### src/rtl/wb_queue_stage.sv
// Write-back queue between MEM and the register file: DEPTH-entry in-order buffer
// drained one entry per granted cycle, with byte strobes and multi-port forwarding lookup.
module wb_queue_stage #(
  parameter int unsigned DATA_W = 32,
  parameter int unsigned PC_W   = 32,
  parameter int unsigned DEPTH  = 2,
  parameter int unsigned NUM_Q  = 2
) (
  input  logic                         clk,
  input  logic                         reset,
  input  logic                         flush,
  input  logic                         ms_to_ws_valid,
  output logic                         ws_allowin,
  input  logic [3:0]                   ms_gr_strb,
  input  logic [4:0]                   ms_dest,
  input  logic [DATA_W-1:0]            ms_result,
  input  logic [PC_W-1:0]              ms_pc,
  input  logic                         rf_ready,
  output logic [3:0]                   rf_we,
  output logic [4:0]                   rf_waddr,
  output logic [DATA_W-1:0]            rf_wdata,
  output logic [PC_W-1:0]              debug_wb_pc,
  output logic [3:0]                   debug_wb_rf_wen,
  output logic [4:0]                   debug_wb_rf_wnum,
  output logic [DATA_W-1:0]            debug_wb_rf_wdata,
  input  logic [NUM_Q*5-1:0]           q_addr,
  output logic [NUM_Q-1:0]             q_hit,
  output logic [NUM_Q-1:0]             q_partial,
  output logic [NUM_Q*DATA_W-1:0]      q_data,
  output logic [$clog2(DEPTH+1)-1:0]   ws_count
);

  localparam int unsigned PTR_W = (DEPTH > 1) ? $clog2(DEPTH) : 1;
  localparam int unsigned CNT_W = $clog2(DEPTH + 1);

  logic [3:0]        r_strb [DEPTH];
  logic [4:0]        r_dest [DEPTH];
  logic [DATA_W-1:0] r_data [DEPTH];
  logic [PC_W-1:0]   r_pc   [DEPTH];

  logic [PTR_W-1:0]  r_head;
  logic [PTR_W-1:0]  r_tail;
  logic [CNT_W-1:0]  r_count;

  logic              w_enq;
  logic              w_drain;
  logic [PTR_W-1:0]  w_idx;
  logic [4:0]        w_qa;
  int unsigned       w_count_u;

  function automatic logic [PTR_W-1:0] ptr_inc(input logic [PTR_W-1:0] p);
    return (p == PTR_W'(DEPTH - 1)) ? '0 : p + 1'b1;
  endfunction

  assign ws_allowin = (r_count != CNT_W'(DEPTH));
  assign w_enq      = ms_to_ws_valid && ws_allowin && !flush;
  // Reset cycle must never write the register file, even with a stale occupied head.
  assign w_drain    = !reset && (r_count != '0) && rf_ready;
  assign w_count_u  = 32'(r_count);

  always_ff @(posedge clk) begin
    if (reset || flush) begin
      r_head  <= '0;
      r_tail  <= '0;
      r_count <= '0;
    end else begin
      if (w_enq) begin
        r_tail <= ptr_inc(r_tail);
      end
      if (w_drain) begin
        r_head <= ptr_inc(r_head);
      end
      if (w_enq && !w_drain) begin
        r_count <= r_count + 1'b1;
      end else if (!w_enq && w_drain) begin
        r_count <= r_count - 1'b1;
      end
    end
  end

  // Payload is not reset; occupancy alone decides which slots are meaningful.
  always_ff @(posedge clk) begin
    if (w_enq && !reset) begin
      r_strb[r_tail] <= ms_gr_strb;
      r_dest[r_tail] <= ms_dest;
      r_data[r_tail] <= ms_result;
      r_pc[r_tail]   <= ms_pc;
    end
  end

  assign rf_we             = r_strb[r_head] & {4{w_drain}};
  assign rf_waddr          = r_dest[r_head];
  assign rf_wdata          = r_data[r_head];
  assign debug_wb_pc       = r_pc[r_head];
  assign debug_wb_rf_wen   = rf_we;
  assign debug_wb_rf_wnum  = rf_waddr;
  assign debug_wb_rf_wdata = rf_wdata;
  assign ws_count          = reset ? '0 : r_count;

  // Walk entries oldest to youngest so the last match (youngest) wins.
  always_comb begin
    q_hit     = '0;
    q_partial = '0;
    q_data    = '0;
    w_idx     = '0;
    w_qa      = '0;
    for (int unsigned q = 0; q < NUM_Q; q++) begin
      w_qa = q_addr[5*q +: 5];
      for (int unsigned k = 0; k < DEPTH; k++) begin
        w_idx = PTR_W'((32'(r_head) + k) % DEPTH);
        if (!reset && (k < w_count_u) && (r_strb[w_idx] != 4'h0) &&
            (r_dest[w_idx] == w_qa) && (w_qa != 5'd0)) begin
          q_hit[q]                   = 1'b1;
          q_partial[q]               = (r_strb[w_idx] != 4'hF);
          q_data[DATA_W*q +: DATA_W] = r_data[w_idx];
        end
      end
    end
  end

endmodule
### config.mk
export PLATFORM = sky130hd
export DESIGN_NAME = wb_queue_stage
export DESIGN_NICKNAME = d
export VERILOG_FILES = /design/src/rtl/wb_queue_stage.sv
export SDC_FILE = /design/constraint.sdc
export NUM_CORES = 1
export LEC_CHECK = 0
export CELL_PAD_IN_SITES_DETAIL_PLACEMENT = 0
export CELL_PAD_IN_SITES_GLOBAL_PLACEMENT = 1
export CORE_ASPECT_RATIO = 0.8
export CORE_MARGIN = 10
export CORE_UTILIZATION = 35
export DETAILED_ROUTE_END_ITERATION = 10
export GPL_ROUTABILITY_DRIVEN = 0
export PLACE_DENSITY_LB_ADDON = 0.1
export SKIP_LAST_GASP = 1
export SYNTH_ARGS = -nofsm -noshare
export SYNTH_HDL_FRONTEND = slang
export SYNTH_SLANG_ARGS = --single-unit
### constraint.sdc
create_clock -name clk -period 10.8 [get_ports clk]
set_clock_uncertainty 0.15 [all_clocks]
set_input_delay 2.16 -clock clk [delete_from_list [all_inputs] [get_ports clk]]
set_output_delay 2.16 -clock clk [all_outputs]
set_load 0.02 [all_outputs]
== Word level (Yosys, flattened, before mapping) ==
Memory sizes are Yosys's and may differ from the RTL's. A register that Yosys moved wholly into a read port is not among the register bits.
Cells that the tools add are included.
Word-level totals
  memories: 4
  output and inout port bits: 185
  memory bits (writable): 146
  word-level logic and storage cells: 79
  bits in registers: 4
  input bits: 88
Operators by class
  add/subtract/negate cells: 5
  bitwise logic cells: 1
  muxes and demuxes: 27
  equality and inequality tests: 7
  $lt $le $gt $ge: 2
  reduce and logical (&&, ||, !) cells: 30
Memory list
  r_data: depth 2, width 32, read ports 2, clocked after memory_dff 1, write ports 1, RTL line 38  | logic [DATA_W-1:0] r_data [DEPTH];
  r_pc: depth 2, width 32, read ports 1, clocked after memory_dff 1, write ports 1, RTL line 39  | logic [PC_W-1:0] r_pc [DEPTH];
  r_dest: depth 2, width 5, read ports 2, clocked after memory_dff 1, write ports 1, RTL line 37  | logic [4:0] r_dest [DEPTH];
  r_strb: depth 2, width 4, read ports 2, clocked after memory_dff 1, write ports 1, RTL line 36  | logic [3:0] r_strb [DEPTH];
Operators by type and width (count)
  2-to-1 mux 32 bit: 4
  equality test 5 bit: 4
  2-to-1 mux 1 bit: 20
  logical AND 1 bit: 19
  nonzero test 5 bit: 2
  != test 4 bit (second input constant): 2
  nonzero test 4 bit: 2
  2-to-1 mux 2 bit: 3
  AND 4 bit: 1
  zero test 1 bit: 4
  < comparator 1 x 2 -> 1 bit (first input constant): 2
  nonzero test 2 bit: 2
  adder 1 bit (second input constant): 3
  adder 2 x 1 -> 2 bit (second input constant): 1
  != test 2 bit (second input constant): 1
  subtractor 2 x 1 -> 2 bit (second input constant): 1
  logical OR 1 bit: 1

== Longest topological paths before layout ==
  depth in word-level cells: 7
  gate-level depth with buffers: 10
  depth with buffers taken out: 10

== Worst setup path after synthesis ==
OpenSTA, ideal clock, no wires.
  path type: input-to-reg
  start point: in reset
  end point: mem r_data[1][0], enable pin
  path buffers: 1
  library setup time: 609 ps
  data required time: 10041 ps
  slack: 2308 ps
  cell stages on the path: 2
  arrival time: 7733 ps
  cells stage by stage: clkbuf_1 -> nor3b_1
Between the ends
  cells in the longest elaborated chain, start to end: 4
RTL lines
  start, declared: RTL line 10  | input logic reset,
  zero test 1 bit: RTL line 83  | if (w_enq && !reset) begin
  logical AND 1 bit: RTL line 83
  2-to-1 mux 1 bit: RTL line 83
  2-to-1 mux 1 bit (implied by the code): RTL line 86  | r_data[r_tail] <= ms_result;
  end, declared: RTL line 38
No other way between the ends.

== Worst setup path in the final report ==
  start point: in reset
  end point: out q_data[14]
Between the ends
  cells in the longest elaborated chain, start to end: 7
  elaborated cells on any way between the ends: 11
  classes of those cells: 2 x mux; 9 x reduce/logical
RTL lines
  zero test 1 bit *: RTL line 111  | if (!reset && (k < w_count_u) && (r_strb[w_idx] != 4'h0) &&
  logical AND 1 bit: RTL line 111
  logical AND 1 bit
  logical AND 1 bit: RTL line 111
  logical AND 1 bit: RTL line 112  | (r_dest[w_idx] == w_qa) && (w_qa != 5'd0)) begin
  2-to-1 mux 32 bit: RTL line 111
  2-to-1 mux 32 bit *: RTL line 111
  end, declared: RTL line 29  | output logic [NUM_Q*DATA_W-1:0] q_data,
Mark *: on every way between the ends. The rest lies on a longest branch, timed or not.

==> results.sh <==
export IMPL_clk_insertion_delay_late_ps=420
export IMPL_drive_gt1_frac=0.162
export IMPL_htree_levels=4
export IMPL_yosys_area_share_simple=0.0411
export IMPL_path_max_fanout=20
export IMPL_synth_seq_area_share=0.632
export IMPL_muxShareOfSynthArea=0.133
export IMPL_grt_max_degree=51
export IMPL_rows=46
export IMPL_placed_area_um2=9750
export IMPL_dp_hpwl_um=14500
export IMPL_io_pins=273
export IMPL_final_area_um2=10300
export IMPL_root_buffer="clkbuf_16"
export IMPL_initial_core_util=0.358
export IMPL_min_period_over_period=0.736
export IMPL_totalWireLength_um=19800
export IMPL_grt_pass1_vias=4945
export IMPL_final_max_slew_viol_count=0
export IMPL_ir_worst_vdd_mv=0.0981
export IMPL_dr_pass1_iters=4
export IMPL_finalHoldViolCount=0
export IMPL_synth_adder_area_share=0.00705
export IMPL_cts_buffers=17
export IMPL_max_freq_ghz=0.126
export IMPL_p_total_w=0.00136
export IMPL_synth_top_area_frac=0.617
export IMPL_slew_headroom=0.255
export IMPL_die_w_um=179
export IMPL_antenna_found_initial=0
export IMPL_end_kind="output pin"
export IMPL_min_period_ps=7940
export IMPL_ys_warn_count=0
export IMPL_synth_top_family_by_area="multiplexers"
export IMPL_synth_cell_types=36
export IMPL_grt_pass1_wl_um=29000
export IMPL_overflow=0
export IMPL_synth_xor_area_frac=0.0296
export IMPL_ant_nets=0
export IMPL_antenna_cells=0
export IMPL_setup_tns_ps=0
export IMPL_vias=4695
export IMPL_synth_compound_area_share=0.0856
export IMPL_leakagePower_nw=3.43
export IMPL_cts_sinks=151
export IMPL_dpl_cell_count=934
export IMPL_cts_tree="yes"
export IMPL_ys_seq_elements=151
export IMPL_synth_area_leaders="edfxtp_1 (62%), mux2_2 (10%), a22o_1 (7.9%), buf_4 (5.2%), xnor2_1 (2.6%)"
export IMPL_cts_hold_buffers_added=0
export IMPL_final_cell_mix="clkdlybuf4s50_1 (272), edfxtp_1 (146), mux2_2 (64), a22o_1 (64), xnor2_1 (21)"
export IMPL_coreArea_um2=19900
export IMPL_final_common_cell="clkdlybuf4s50_1"
export IMPL_drt_iter0_drc=176
export IMPL_post_cts_setup_buffers=0
export IMPL_min_path_type="flip-flop to flip-flop"
export IMPL_syn_inst=456
export IMPL_wire_per_inst_um=20.5
export IMPL_die_area_um2=26400
export IMPL_fp_dieH_um=147
export IMPL_fin_nets=781
export IMPL_yosysTopAreaCell="edfxtp_1"
export IMPL_tightest_slew_ps=1090
export IMPL_p_per_area_nw_per_um2=132
export IMPL_syn2layout_area_growth_pct=45.5
export IMPL_fin_cells=966
export IMPL_status="complete, no violations"
export IMPL_crit_type="primary input to output pin"
export IMPL_syn_area_um2=7100
export IMPL_cp_required_ps=8490
export IMPL_portBuffers=272
export IMPL_max_cap_viol_count=0
export IMPL_cts_max_path_buffers=2
export IMPL_rsz0062_at_grt="no"
export IMPL_grt_use_total=0.144
export IMPL_vias_per_cell=4.86
export IMPL_setup_viol=0
export IMPL_synth_avg_cell_area_um2=15.6
export IMPL_post_route_drc_count=0
export IMPL_startpoint_type="primary input"
export IMPL_critical_path_arrival_ps=5630
export IMPL_syn_nets=548
export IMPL_cts_resized_gates=0
export IMPL_clkTransAtPathRegs_ps=60
==> registers in the layout (all words and copies together), names as in the netlist, named ones only <==
| register | flops |
|---|---|
| r_count | 2 |
| r_data | 64 |
| r_dest | 10 |
| r_head | 1 |
| r_pc | 64 |
| r_strb | 8 |
| r_tail | 1 |
==> through the flow <==
step | hold WS (ps) | util | worst slack (ps)
after floorplan | 355 | - | 2310
after global placement | 393 | 0.491 | 2880
after detailed placement | 398 | 0.491 | 2800
after CTS | 405 | 0.520 | 2810
after global routing | 427 | 0.520 | 2470
final | 400 | 0.520 | 2860
==> layer usage <==
metal | wire length (um) | global-route usage | up-vias
li1 | - | - | 2203
met1 | 7720 | 0.156 | 2298
met2 | 9660 | 0.248 | 185
met3 | 2320 | 0.0708 | 9
met4 | 129 | 0.0332 | 0
met5 | 0 | 0 | -
==> logic make-up after synthesis <==
kind of cell | after synthesis
and+or+nand+nor | 50
adders and majority gates | 4
AOI/OAI and AO/OA | 69
DFF | 151
muxes | 84
buffers and inverters | 74
xor gates and xnor gates | 24
==> cell type report <==
type / count / area, um2
clock buffer: 17 / 425
timing repair buffer: 278 / 2770
inverter: 10 / 37.5
multi-input combinational: 231 / 2120
fill: 1710 / 9520
tap: 264 / 330
clock inverter: 15 / 159
sequential: 151 / 4490
==> worst max-delay path, cell delays in order <==
cell and delay, ps:
clkdlybuf4s50_1 610, o41ai_1 750, nand3_1 310, o31ai_4 630, buf_4 370, a22o_1 170
clkdlybuf4s50_1 610
==> path summary, 6_finish.rpt <==
path | from | endpoint | slack, ps | depth (start not counted)
hold reg to reg | r_count[1] | r_count[1] | 400 | 2
setup reg to reg | r_count[0] | r_data[1][6] | 8530 | 6
hold / removal | r_count[1] | r_count[1] | 400 | 2
setup / recovery | reset | q_data[14] | 2860 | 7
==> report_power, final <==
part           switching (W)  internal (W)
combinational      0.0000551     0.0000660
clock               0.000255      0.000327
sequential        0.00000575      0.000654
total               0.000316       0.00105
==> cells in the mapped netlist, drive strengths merged <==
library cell  instances
dfxtp                 5
mux2i                19
ha                    4
clkbuf                7
xor2                  3
o21ai                 1
a22o                 64
nor2                 15
nor4                  5
and4bb                1
and3                  1
xnor2                21
and4b                 1
o21bai                1
buf                  57
or4                   3
o41ai                 1
a21oi                 1
nand4                 5
or3                   1
nand3                 5
mux2                 65
edfxtp              146
nor3b                 2
inv                  10
nor3                  6
o31ai                 1
or2                   1
nand2                 4
(Power assumes the default switching activity.)
